[src/rtl/alu_cmd_dispatch.sv]
// Command dispatcher for a dual-set ALU: queues commands in a small FIFO,
// issues them one at a time and returns each result with its caller tag.

package alu_cmd_pkg;

    // Which ALU opcode set a command targets; 00 is rejected with res_err.
    typedef enum logic [1:0] {
        MODE_ILLEGAL = 2'b00,
        MODE_A       = 2'b01,
        MODE_B1      = 2'b10,
        MODE_B2      = 2'b11
    } mode_e;

    // A-set opcodes, carried on a_op.
    typedef enum logic [2:0] {
        ADD_A  = 3'd0,
        SUB_A  = 3'd1,
        AND_A  = 3'd2,
        OR_A   = 3'd3,
        XOR_A  = 3'd4,
        NOT_A  = 3'd5,
        MOVA_A = 3'd6,
        MOVB_A = 3'd7
    } a_op_e;

    // B-set-2 opcodes, carried on b_op (low two bits of cmd_op).
    typedef enum logic [1:0] {
        ADD_B_2    = 2'd0,
        SUB_B_2    = 2'd1,
        ADDTWO_B_2 = 2'd2,
        NEG_B_2    = 2'd3
    } b_op_e;

    // One queued command.
    typedef struct packed {
        logic [1:0] mode;
        logic [2:0] op;
        logic [4:0] a;
        logic [4:0] b;
        logic [2:0] tag;
    } cmd_t;

endpackage

module alu_cmd_dispatch
    import alu_cmd_pkg::*;
#(
    parameter int DEPTH = 4
) (
    input  logic                     clk,
    input  logic                     rst_n,
    input  logic                     cmd_valid,
    output logic                     cmd_ready,
    input  logic [1:0]               cmd_mode,
    input  logic [2:0]               cmd_op,
    input  logic [4:0]               cmd_a,
    input  logic [4:0]               cmd_b,
    input  logic [2:0]               cmd_tag,
    output logic                     a_en,
    output logic                     b_en,
    output logic [2:0]               a_op,
    output logic [1:0]               b_op,
    output logic [4:0]               A,
    output logic [4:0]               B,
    input  logic [5:0]               C,
    output logic                     res_valid,
    input  logic                     res_ready,
    output logic [5:0]               res_data,
    output logic [2:0]               res_tag,
    output logic                     res_err,
    output logic [$clog2(DEPTH):0]   fifo_count
);

    localparam int AW = $clog2(DEPTH);
    localparam int CW = AW + 1;

    typedef enum logic [1:0] {IDLE, ISSUE, WAIT, RESP} state_e;

    state_e        state_q, state_d;
    cmd_t          mem [DEPTH];
    cmd_t          cmd_in;
    cmd_t          head;
    logic [AW-1:0] wr_ptr, rd_ptr;
    logic          push, pop;
    logic [1:0]    cur_mode;
    logic [2:0]    cur_tag;

    assign cmd_in    = {cmd_mode, cmd_op, cmd_a, cmd_b, cmd_tag};
    assign head      = mem[rd_ptr];
    assign cmd_ready = (fifo_count != CW'(DEPTH));
    assign push      = cmd_valid && cmd_ready;

    // FIFO storage write port.
    // NOTE: storage is not reset; an entry is only read after it has been
    // written, and the pointers/count carry the reset state.
    always_ff @(posedge clk) begin
        if (push) mem[wr_ptr] <= cmd_in;
    end

    // FIFO pointers and occupancy; pointers wrap naturally at DEPTH.
    always_ff @(posedge clk or negedge rst_n) begin
        if (!rst_n) begin
            wr_ptr     <= '0;
            rd_ptr     <= '0;
            fifo_count <= '0;
        end else begin
            if (push) wr_ptr <= wr_ptr + 1'b1;
            if (pop)  rd_ptr <= rd_ptr + 1'b1;
            case ({push, pop})
                2'b10:   fifo_count <= fifo_count + 1'b1;
                2'b01:   fifo_count <= fifo_count - 1'b1;
                default: fifo_count <= fifo_count;
            endcase
        end
    end

    // FSM state register.
    always_ff @(posedge clk or negedge rst_n) begin
        if (!rst_n) state_q <= IDLE;
        else        state_q <= state_d;
    end

    // FSM next state and FIFO pop decision.
    // NOTE: every output of this block gets a default first so no path
    // leaves it unassigned, which would infer a latch.
    always_comb begin
        state_d = state_q;
        pop     = 1'b0;
        unique case (state_q)
            IDLE: begin
                if (fifo_count != '0) begin
                    pop     = 1'b1;
                    state_d = ISSUE;
                end
            end
            ISSUE: state_d = WAIT;
            WAIT:  state_d = RESP;
            RESP: begin
                if (res_ready) begin
                    if (fifo_count != '0) begin
                        pop     = 1'b1;
                        state_d = ISSUE;
                    end else begin
                        state_d = IDLE;
                    end
                end
            end
            default: state_d = IDLE;
        endcase
    end

    // ALU drive on issue and result capture at the end of WAIT.
    // NOTE: sequential state uses non-blocking assignments so every flop
    // samples pre-edge values regardless of statement order.
    always_ff @(posedge clk or negedge rst_n) begin
        if (!rst_n) begin
            a_en      <= 1'b0;
            b_en      <= 1'b0;
            a_op      <= '0;
            b_op      <= '0;
            A         <= '0;
            B         <= '0;
            cur_mode  <= '0;
            cur_tag   <= '0;
            res_valid <= 1'b0;
            res_data  <= '0;
            res_tag   <= '0;
            res_err   <= 1'b0;
        end else begin
            // Enables pulse for the single ISSUE cycle only.
            a_en <= 1'b0;
            b_en <= 1'b0;
            if (pop) begin
                A        <= head.a;
                B        <= head.b;
                a_op     <= head.op;
                b_op     <= head.op[1:0];
                a_en     <= head.mode[0];
                b_en     <= head.mode[1];
                cur_mode <= head.mode;
                cur_tag  <= head.tag;
            end
            if (state_q == WAIT) begin
                res_valid <= 1'b1;
                res_tag   <= cur_tag;
                if (cur_mode == MODE_ILLEGAL) begin
                    res_data <= '0;
                    res_err  <= 1'b1;
                end else begin
                    res_data <= C;
                    res_err  <= 1'b0;
                end
            end else if (state_q == RESP && res_ready) begin
                res_valid <= 1'b0;
            end
        end
    end

endmodule

[config.mk]
export PLATFORM = sky130hd
export DESIGN_NAME = alu_cmd_dispatch
export DESIGN_NICKNAME = d
export VERILOG_FILES = /design/src/rtl/alu_cmd_dispatch.sv
export SDC_FILE = /design/constraint.sdc
export NUM_CORES = 1
export LEC_CHECK = 0
export ABC_AREA = 0
export BUFFER_PORTS_ARGS = -buffer_cell sky130_fd_sc_hd__buf_2
export CORE_MARGIN = 1
export CORE_UTILIZATION = 25
export CTS_CLUSTER_SIZE = 28
export DETAILED_ROUTE_END_ITERATION = 10
export HOLD_SLACK_MARGIN = 0.08
export PLACE_DENSITY = 0.42
export SLEW_MARGIN = 0
export SYNTH_ARGS = -nofsm -noshare
export SYNTH_HDL_FRONTEND = slang
export SYNTH_SLANG_ARGS = --single-unit
[constraint.sdc]
create_clock -name clk -period 3.25 [get_ports clk]
set_input_delay 0.4875 -clock clk [delete_from_list [all_inputs] [get_ports clk]]
set_output_delay 0.4875 -clock clk [all_outputs]
set_load 0.05 [all_outputs]
; ---- Yosys cells after proc, flatten, opt, wreduce, memory -nomap -nowiden
; Memory sizes are Yosys's and may differ from the RTL's.
; Cells that the tools add are included.
; W data, S select, Z words.
[totals]
output_inout_bits = 32
ram_bits = 72
mem_count = 1
input_bits = 28
elab_cells = 53
register_bits = 42
[classes]
add_sub_neg = 4
n_eq_ne = 8
muxes = 16
reduce_logical = 8
[mem_list]
columns = name, depth, word_bits, read_ports, rd_clocked_by_memory_dff, write_ports, line_no
row1 = mem, 4, 18, 1, 0, 1, 80  ; cmd_t mem [DEPTH];
[op_table]
columns = cell, count
row1 = $mux W1, 10
row2 = $pmux W2 S4, 1
row3 = $eq A2 B2 Y1 const B, 3
row4 = $mux W6, 1
row5 = $pmux W3 S2, 1
row6 = $add A2 B1 Y2 const B, 2
row7 = $eq A2 B1 Y1 const B, 2
row8 = $logic_not A2 Y1, 2
row9 = $mux W2, 2
row10 = $ne A2 B2 Y1 const B, 2
row11 = $reduce_bool A2 Y1, 2
row12 = $add A3 B1 Y3 const B, 1
row13 = $ne A3 B3 Y1 const B, 1
row14 = $reduce_bool A3 Y1, 1
row15 = $sub A3 B1 Y3 const B, 1
row16 = $logic_and A1 B1 Y1, 2
row17 = $pmux W1 S2, 1
row18 = $reduce_and A2 Y1, 1

; ---- Depth between registers and ports, before layout
; Gate-level depths: netlist of the first run.
[depth]
ltp_word = 6
ltp_mapped = 10
ltp_nobuf = 9

; ---- Worst setup path after synthesis of the first run
; No wires, ideal clock.
[synth_timing]
path_type = register to register
startpoint = register fifo_count[2]
endpoint = register fifo_count[1]
n_path_buf = 0
arrival_ns = 2.322
setup_slack_ns = 0.803
setup_time_ns = 0.125
t_required_ns = 3.125
stages_incl_launch_ff = 7
synth_period_minus_slack_ns = 2.447
path_cell_list = dfrtp_1 > or3b_4 > and2_4 > inv_1 > ha_1 > fa_1 > mux2_2
[synth_between]
word_cells_on_any_way = 10
classes_between = eq/ne: 3 / mux: 4 / reduce/logical: 3
[synth_lines]
columns = element, line_no
row1 = "start, declared", 71  ; output logic [$clog2(DEPTH):0] fifo_count
row2 = "start signal, assigned", 110  ; 2'b10: fifo_count <= fifo_count + 1'b1;
row3 = "start signal, assigned", 111  ; 2'b01: fifo_count <= fifo_count - 1'b1;
row4 = "start signal, assigned", 112  ; default: fifo_count <= fifo_count;
row5 = $ne A3 B3 Y1 *, 90  ; assign cmd_ready = (fifo_count != CW'(DEPTH));
row6 = named net cmd_ready, 53  ; output logic cmd_ready,
row7 = $logic_and A1 B1 Y1 *, 91  ; assign push = cmd_valid && cmd_ready;
row8 = $eq A2 B1 Y1 / $eq A2 B2 Y1 (equally long branches), 109  ; case ({push, pop})
row9 = $pmux W3 S2 / $reduce_bool A2 Y1 (equally long branches), -
; The timed path passes the listed nets; every way through them passes the cells marked *.
; A chain may end at the register's enable or synchronous reset.

; ---- Final worst setup path of the first run
[layout_timing]
startpoint = register state_q[1]
endpoint = register fifo_count[2]
[layout_between]
elab_chain_cells = 4
word_cells_on_any_way = 7
classes_between = eq/ne: 3 / mux: 2 / reduce/logical: 2
[layout_lines]
columns = element, line_no
row1 = "start, declared", 79  ; state_e state_q, state_d;
row2 = "start signal, assigned", 120  ; else state_q <= state_d;
row3 = $eq A2 B2 Y1 / $logic_not A2 Y1 (equally long branches), 129  ; unique case (state_q)
row4 = $pmux W1 S2 *, 129
row5 = $eq A2 B1 Y1 / $eq A2 B2 Y1 (equally long branches), 109
row6 = $pmux W3 S2 / $reduce_bool A2 Y1 (equally long branches), -
; Every way passes the cells marked *; elsewhere a longest branch is shown, timed or not.

==> results.yml, run 1 <==
layout:
  nets: 327
  final_cell_mix: "72 x edfxtp_1, 59 x buf_2, 40 x dfrtp_1"
  final_common_cell: "edfxtp_1"
  syn_to_final_growth_pct: 18.6
  stdcell_area_mm2: 0.00524
  final_layout_size_suffix_gt1_share_pct: 42.2
  num_antenna_cells: 0
logic_synthesis:
  syn-cell-area_mm2: 0.00442
  synth_compound_area_share_pct: 1.84
  netlist_instances: 227
  synth_cell_types: 32
  synth_simple_gate_area_share_pct: 3.32
  synth_xor_area_share_pct: 1.19
  synth_fa_ha_area_share_pct: 3.00
  synth_top_family_by_area: "multiplexers"
  muxShareOfSynthArea_pct: 16.4
  postSynth.asyncResetShare_pct: 35.7
  yosys_warnings: 0
  ys_seq_elements: 112
  synth_edf_count: 72
  yosys_most_used_dff: "edfxtp_1"
  avgSynthCellArea_um2: 19.5
  syn_nets: 265
  yosysSeqAreaShare_pct: 71.6
global_route:
  grt_remaining_overflow: 0
  grt_pass1_wl_um: 12700
  grt_max_degree: 41
  grt_pass1_vias: 2226
  antenna_found_initial: 0
  groute.usage.overall_pct: 9.81
clock_network:
  clk_pin_slew_ns: 0.08
  cts-root-buf: "clkbuf_16"
  clock_latency_ns: 0.35
  cts_inserted_buffers: 9
  clock_path_buffers: 2
  clock-sinks: 112
  post_cts_buffers: 0
  cts-hold-fix-buffers: 0
  cts_tree: "yes"
  cts_resized: 0
  htreeDepth: 3
timing:
  slew_headroom_pct: 31.5
  finalCritPeriodShare_pct: 65.9
  rsz0062_at_grt: "no"
  min_period_ns: 2.14
  finClkSkew_ns: 0.00750
  max_freq_ghz: 0.467
  maxSlewViolCount: 0
  finalHoldViolations: 0
  setup_violations: 0
  tightest_slew_ns: 1.03
  tns_ns: 0
place:
  port_buffers: 59
  dpl-instance-area_mm2: 0.00495
  gp_congestion: 0.687
  post-dp-hpwl_um: 5010
floorplan:
  core_mm2: 0.0173
  start_util_pct: 25.5
  die_h_um: 135
  dieArea_mm2: 0.0182
  core.rowCount: 48
  die_x_um: 135
  ios: 60
hold_path:
  hp-class: "primary input to asynchronous set/reset pin"
critical_path:
  r2r_cells: 9
  crit_path_start_kind: "register"
  worstPathMaxFanout: 5
  critPathKind: "register to register"
  arrival_ns: 2.38
  cp.required_ns: 3.49
  end_kind: "register"
pwr:
  intPower_mw: 3.42
  comb_power_share_pct: 40.4
  switchingPower_mw: 2.19
  p_seq_share_pct: 40.2
  peakVddDrop_uv: 359
  power_frac_clock_pct: 19.4
  p_leak_nw: 2.01
  switching_share_pct: 39.0
  power.density_mw_per_mm2: 1070
routing:
  vias_per_cell: 4.06
  drt-total-wl_um: 8230
  firstDrtPassIters: 4
  wl_per_cell_um: 15.9
  post-route-drc-count: 0
  vias: 2105
  drt-initial-drc-count: 107
  postRouteAntennaNets: 0
flow_run:
  maxCapViolCount: 0
run_status:
  outcome: "completed"
## critical path, stage by stage (launching register included)
cell	delay, ns
dfrtp_1	0.43
inv_1	0.09
ha_1	0.21
a21oi_1	0.28
nor3_4	0.06
ha_1	0.22
fa_1	0.38
xnor2_1	0.16
nor2_1	0.06
xor2_1	0.13
## state kept, by name, indices dropped and copies added (netlist names), 2 cells and up
register	flops
A	5
B	5
a_op	3
cur_mode	2
cur_tag	3
fifo_count	3
mem	72
rd_ptr	2
res_data	6
res_tag	3
state_q	2
wr_ptr	2
## cell type report
type | instances | area (um2)
tap | 225 | 282
multi-input combinational | 94 | 1140
sequential | 112 | 3160
inverter | 11 | 41.3
clock inverter | 6 | 63.8
timing repair buffer | 61 | 323
clock buffer | 10 | 229
fill | 1719 | 12100
## cells by family after synthesis
| kind of cell | Yosys count |
|---|---|
| adder cells (fa/ha/maj) | 10 |
| flip-flops | 112 |
| AO/OA/AOI/OAI | 12 |
| AND/OR/NAND/NOR | 23 |
| XOR/XNOR | 6 |
| multiplexers | 43 |
| buffers and inverters | 21 |
## cell usage after synthesis (all sizes together) (4+ instances only)
cell / count / share of area [%]
nand2: 7 / 0.60
mux2: 25 / 7.2
dfrtp: 40 / 23
edfxtp: 72 / 49
ha: 9 / 2.6
inv: 11 / 0.94
and3: 4 / 0.68
o22ai: 6 / 0.85
buf: 8 / 1.5
mux4: 18 / 9.2
## stage by stage
stage | worst slack, ns | power [mW] | hold WS, ns | util (%) | instances
final | 1.11 | 5.61 | 0.320 | 30.3 | 519
after global routing | 0.968 | 5.94 | 0.327 | 30.3 | 519
after floorplan | 0.803 | 4.09 | 0.192 | - | 227
after global placement | 1.15 | 4.59 | 0.467 | 28.6 | 503
after detailed placement | 1.11 | 4.63 | 0.473 | 28.6 | 503
after CTS | 1.09 | 5.73 | 0.324 | 30.3 | 519
## power groups by stage
stage	sequential (mW)	combinational, mW	clock (mW)
floorplan	2.78	1.31	0
global placement	2.29	2.29	0
detailed placement	2.31	2.32	0
CTS	2.28	2.33	1.13
global route	2.32	2.44	1.18
finish	2.26	2.27	1.09
## final timing paths
path | start | to | slack (ns)
min | rst_n | res_valid | 0.32
max in group asynchronous | rst_n | a_op[0] | 2.30
min in group clk | cmd_b[0] | mem[2][3] | 0.35
max | state_q[1] | fifo_count[2] | 1.11
min reg2reg | res_valid | res_valid | 0.48
max reg2reg | state_q[1] | fifo_count[2] | 1.11
## metal layers
layer	up-vias	part of all wire, %	global-route usage, %
li1	985	-	-
met1	1064	42	11.4
met2	43	52	16.6
met3	13	4.3	2.33
met4	0	2.1	5.62
met5	-	0	0
Power figures use the tool's default switching activity.
==> inputs of run 2 (changes only) <==
--- a/config.mk
+++ b/config.mk
@@ -5,7 +5,7 @@
 export SDC_FILE = /design/constraint.sdc
 export NUM_CORES = 1
 export LEC_CHECK = 0
-export ABC_AREA = 0
+export ABC_AREA = 1
 export BUFFER_PORTS_ARGS = -buffer_cell sky130_fd_sc_hd__buf_2
 export CORE_MARGIN = 1
 export CORE_UTILIZATION = 25
==> constraint.sdc (replaced) <==
create_clock -name clk -period 1.99 [get_ports clk]
set_input_delay 0.2985 -clock clk [delete_from_list [all_inputs] [get_ports clk]]
set_output_delay 0.2985 -clock clk [all_outputs]
set_load 0.05 [all_outputs]
==> run 2 against run 1 <==
First-iteration DRC count is 56% higher. Power is 72% higher. Cell count is 43% higher. Hold slack worse by 0.16 ns. Via count is 42% higher. Sequential share of layout area is 4.3 points lower. Wire length is 23% higher. Critical path depth is 2 higher.
==> results.yml, run 2 <==
run_status:
  outcome: "completed"
routing:
  vias_per_cell: 4.04
  firstDrtPassIters: 4
  vias: 2999
  postRouteAntennaNets: 0
  drt-total-wl_um: 10200
  drt-initial-drc-count: 167
  wl_per_cell_um: 13.7
  post-route-drc-count: 0
global_route:
  grtUsageMet3_pct: 1.80
  groute.usage.overall_pct: 11.5
  grt_max_degree: 39
  grt_pass1_wl_um: 15900
  grtUsageMet2_pct: 18.4
  use_met1_pct: 15.0
  grt_most_used_layer: "met2"
  grt_pass1_vias: 2864
  grt_remaining_overflow: 0
  antenna_found_initial: 0
place:
  gp_congestion: 0.715
  post-dp-hpwl_um: 6330
  place_ws_ns: 0.0816
  port_buffers: 59
flow_run:
  maxCapViolCount: 0
floorplan:
  ios: 60
  die_x_um: 138
  core_mm2: 0.0180
  start_util_pct: 25.6
  core.rowCount: 49
  die_h_um: 138
  dieArea_mm2: 0.0189
timing:
  tns_ns: 0
  finalHoldViolations: 0
  whs_ns: 0.160
  setup_ws_ns: 0.110
  tightest_slew_ns: 0.464
  setup_violations: 0
  min_period_ns: 1.88
  finClkSkew_ns: 0.00498
  max_freq_ghz: 0.532
  maxSlewViolCount: 0
  finalCritPeriodShare_pct: 94.5
  slew_headroom_pct: 69.1
layout:
  nets: 546
  regArea_mm2: 0.00317
  final_common_cell: "nand2_1"
  num_antenna_cells: 0
  top_register: "mem"
  reg_top3: "mem (72), res_data (6)"
  fillers: 1851
  syn_to_final_growth_pct: 22.9
  final_layout_size_suffix_gt1_share_pct: 22.8
  largest_reg_flops: 72
  final_cell_mix: "243 x nand2_1, 72 x edfxtp_1, 59 x buf_2"
  multi_input_area_mm2: 0.00130
pwr:
  p_leak_nw: 2.63
  power.density_mw_per_mm2: 1710
  peakVddDrop_uv: 1030
clock_network:
  clock-sinks: 112
  cts-root-buf: "clkbuf_16"
  cts_inserted_buffers: 9
  cts_tree: "yes"
  clock_latency_ns: 0.35
  htreeDepth: 3
  clock_path_buffers: 2
  clk_pin_slew_ns: 0.08
critical_path:
  cp.required_ns: 2.27
  end_kind: "register"
  crit_start: "state_q[1]"
  worstPathMaxFanout: 3
  timing.rr.start: "state_q[1]"
  arrival_ns: 2.16
  crit_path_start_kind: "register"
  critPathKind: "register to register"
logic_synthesis:
  synth_cell_types: 23
  yosysTopAreaCell: "edfxtp_1"
  ys_top_cells_by_count: "246 x nand2_1, 72 x edfxtp_1, 40 x dfrtp_1"
  synth_area_leaders: "edfxtp_1 47%, dfrtp_1 22%, nand2_1 20%, ha_1 2.5%, inv_1 1.3%"
  yosysSeqAreaShare_pct: 68.9
  yosysMostFrequentCell: "nand2_1"
  postSynth.asyncResetShare_pct: 35.7
  yosys_warnings: 0
  syn_nets: 473
  yosys_most_used_dff: "edfxtp_1"
  ys_seq_elements: 112
  avgSynthCellArea_um2: 10.6
  synth_edf_count: 72
  netlist_instances: 435
  syn-cell-area_mm2: 0.00459
  synth_top_area_share_pct: 47.1
hold_path:
  hold_start: "cmd_b[0]"
  hp-class: "primary input to register"
==> run 2: cell count changes after synthesis, moves of 9 or more <==
cell,before,now
mux4_2,18,0
mux2_4,10,0
mux2_2,11,0
nor2_1,3,12
nand2_1,7,246
==> run 2: final cells by class <==
class | count | share of cell area [%]
Sequential cell | 112 | 56.1
Timing Repair Buffer | 79 | 9.04
Inverter | 19 | 1.26
Clock inverter | 7 | 1.42
Tap cell | 229 | 5.08
Multi-Input combinational cell | 287 | 23.1
Clock buffer | 9 | 3.99
==> run 2: critical path, cell delays in order (launching register included) <==
cell and delay (ns):
dfrtp_1 0.39, inv_2 0.07, ha_4 0.26, inv_1 0.05, nand3_2 0.07, inv_2 0.06, ha_4 0.16, fa_2 0.36
nand2_1 0.07, nand2_1 0.06, nor2_2 0.11, xor2_1 0.14
==> run 2: logic make-up after synthesis <==
kind of cell | count (synthesis) | synth area share (%)
simple gates | 263 | 21.8
flops | 112 | 68.9
buf+inv | 36 | 4.01
compound gates | 10 | 1.64
fa+ha+maj | 10 | 2.89
xor+xnor | 4 | 0.763
==> run 2: report_power, final <==
group | total [mW] | switching [mW] | internal, mW
Sequential | 3.49 | 0.298 | 3.20
Clock | 1.86 | 0.869 | 0.993
Combinational | 4.30 | 3.03 | 1.27
==> run 2: timing repair <==
action,CTS,global route
setup endpoints to repair,0,2
endpoints found under the hold margin,17,0
gates resized for setup,0,8
buffers inserted,0,5
hold buffers,1,0
==> run 2: routing by layer <==
metal	vias to the layer above	part of all wire, %
met4	0	1.7
met5	-	0
met1	1409	48
met3	10	3.3
li1	1529	-
met2	51	47
==> run 2: stage by stage <==
| step | util (%) | std cells | instance area [um2] | power, mW |
|---|---|---|---|---|
| after floorplan | - | 435 | 4620 | 6.60 |
| after global placement | 29.3 | 720 | 5260 | 7.72 |
| after CTS | 31.0 | 737 | 5580 | 9.67 |
| after global routing | 31.4 | 742 | 5640 | 10.4 |
| final | 31.4 | 742 | 5640 | 9.65 |
| after detailed placement | 29.3 | 720 | 5260 | 7.78 |
==> run 2: path summary, 6_finish.rpt <==
path,end,slack [ns],depth (start not counted)
hold / removal,mem[3][3],0.16,1
max in group asynchronous,A[1],0.96,3
setup / recovery,fifo_count[2],0.11,11
hold reg to reg,res_tag[0],0.47,2
setup reg to reg,fifo_count[2],0.11,11
min in group asynchronous,res_data[4],0.42,2
==> inputs of run 3 (changes only) <==
--- a/config.mk
+++ b/config.mk
@@ -8,11 +8,11 @@
 export ABC_AREA = 1
 export BUFFER_PORTS_ARGS = -buffer_cell sky130_fd_sc_hd__buf_2
 export CORE_MARGIN = 1
-export CORE_UTILIZATION = 25
+export CORE_UTILIZATION = 50
 export CTS_CLUSTER_SIZE = 28
 export DETAILED_ROUTE_END_ITERATION = 10
 export HOLD_SLACK_MARGIN = 0.08
-export PLACE_DENSITY = 0.42
+export PLACE_DENSITY = 0.8
 export SLEW_MARGIN = 0
 export SYNTH_ARGS = -nofsm -noshare
 export SYNTH_HDL_FRONTEND = slang
==> run 3 against run 2 <==
The run now ends with design-rule violations left. Wire length is 17% lower. Global-route usage rose by 7.6 points. Cell count shrank 17%. Die area down 49%. Count of clock-buffer cells in the layout increased by 2. Setup slack barely moved. Flip-flop and latch count unchanged. Largest power group unchanged.
==> results.yml, run 3 (synthesized netlist as in run 2, its figures left out) <==
run_status:
  outcome: "complete, but fails checks"
  violations: "design-rule violations"
critical_path:
  worstReg2RegEnd: "fifo_count[2]"
  crit_chain: "inv_2, ha_4, inv_2, nand3_2, inv_2, ha_4, fa_2, nand2_1, nand2_1, nor2_2, xor2_1"
  arrival_ns: 2.18
  crit_path_start_kind: "register"
  crit_top_cell: "inv_2"
  cp_slowest_cell: "dfrtp_1"
  worstPathMaxFanout: 4
  end_kind: "register"
  crit_start: "state_q[1]"
  cp.required_ns: 2.29
  critPathKind: "register to register"
  timing.rr.start: "state_q[1]"
  crit_path_max_incr_delay_ns: 0.42
  r2r_setup_slack_ns: 0.11
  r2r_cells: 11
layout:
  regArea_mm2: 0.00317
  final_cell_mix: "242 x nand2_1, 72 x edfxtp_1, 59 x buf_2"
  multi_input_area_mm2: 0.00131
  reg_top3: "mem (72), res_data (6)"
  top_register: "mem"
  syn_to_final_growth_pct: 15.0
  largest_reg_flops: 72
  final_util_pct: 60.0
  nets: 541
  final_layout_size_suffix_gt1_share_pct: 22.4
  num_antenna_cells: 0
  final_common_cell: "nand2_1"
  fillers: 696
place:
  place_ws_ns: 0.0498
  gp_congestion: 0.791
  port_buffers: 59
  post-dp-hpwl_um: 5130
routing:
  drt-initial-drc-count: 146
  drt-total-wl_um: 8480
  firstDrtPassIters: 7
  postRouteAntennaNets: 0
  vias_per_cell: 4.88
  vias: 3004
  post-route-drc-count: 14
  wl_per_cell_um: 13.8
hold_path:
  min_to: "mem[3][3]"
  min_path_cells: 1
  hp-class: "primary input to register"
  hold_start: "cmd_b[0]"
pwr:
  power_frac_clock_pct: 14.4
  power.density_mw_per_mm2: 1680
  comb_power_share_pct: 45.9
  switching_share_pct: 44.9
  p_seq_share_pct: 39.7
  intPower_mw: 4.87
  switchingPower_mw: 3.98
  p_leak_nw: 2.53
  peakVddDrop_uv: 648
clock_network:
  clock-sinks: 112
  cts_inserted_buffers: 9
  clk_pin_slew_ns: 0.10
  htreeDepth: 3
  cts-root-buf: "clkbuf_8"
  cts_tree: "yes"
  clock_path_buffers: 2
  clock_latency_ns: 0.37
timing:
  finClkSkew_ns: 0.0131
  finalCritPeriodShare_pct: 94.5
  max_freq_ghz: 0.532
  finalHoldViolations: 0
  tns_ns: 0
  rsz0062_at_grt: "yes"
  tightest_slew_ns: 0.612
  setup_ws_ns: 0.110
  slew_headroom_pct: 59.2
  setup_violations: 0
  min_period_ns: 1.88
  maxSlewViolCount: 0
global_route:
  groute.usage.overall_pct: 19.0
  grt_pass1_vias: 2895
  grt_pass1_wl_um: 13800
  antenna_found_initial: 0
  grt_max_degree: 39
  grt_remaining_overflow: 0
floorplan:
  ios: 60
  die_x_um: 97.8
  die_h_um: 97.8
  start_util_pct: 52.1
  core_mm2: 0.00881
  dieArea_mm2: 0.00957
  core.rowCount: 34
flow_run:
  maxCapViolCount: 0
run 3: per-stage QoR:
stage	instance area [um2]	cells	total power [mW]	hold WS, ns
after floorplan	4620	435	6.60	0.00291
after global placement	5020	596	7.35	0.229
after detailed placement	5020	596	7.49	0.233
after CTS	5230	613	8.77	0.124
after global routing	5280	616	9.48	0.111
final	5280	616	8.85	0.134
run 3: repair_timing:
item | 4_1_cts | 5_1_grt
endpoints found under the setup margin | 0 | 2
gates resized for setup | 0 | 10
endpoints found under the hold margin | 14 | 0
hold buffers | 1 | 0
buffers inserted | 0 | 3
run 3: how the worst max path moves through the flow:
stage                                to  cells past startpoint
after floorplan           fifo_count[2]                     10
after global placement    fifo_count[2]                     11
after detailed placement  fifo_count[2]                     11
after CTS                 fifo_count[2]                     11
final                     fifo_count[2]                     11
after global routing      fifo_count[2]                     11
run 3: metal layers:
layer | global-route usage (%) | routed length [um]
met1 | 23.4 | 3630
met2 | 31.6 | 4180
met3 | 4.01 | 459
met4 | 10.3 | 214
met5 | 0 | 0
run 3: area by class of cell:
cell class	count	area share, %
Sequential cell	112	60.0
Multi-Input combinational cell	287	24.7
Timing Repair Buffer	74	7.77
Clock buffer	11	2.87
Tap cell	108	2.56
Inverter	19	1.35
Clock inverter	5	0.758
run 3: worst max-delay path: cells and delay by family, from the launching register on:
| kind | cells | cell delay [ns] |
|---|---|---|
| flip-flops | 1 | 0.42 |
| AND/OR/NAND/NOR | 4 | 0.30 |
| adder cells (fa/ha/maj) | 3 | 0.78 |
| XOR/XNOR | 1 | 0.14 |
| buffers and inverters | 3 | 0.17 |
run 3: power by group through the flow:
stage | logic (mW) | clock network, mW | registers, mW
after floorplan | 2.17 | 0 | 4.44
after global placement | 3.83 | 0 | 3.52
after detailed placement | 3.93 | 0 | 3.56
after CTS | 3.96 | 1.30 | 3.51
after global routing | 4.50 | 1.40 | 3.58
final | 4.07 | 1.27 | 3.51
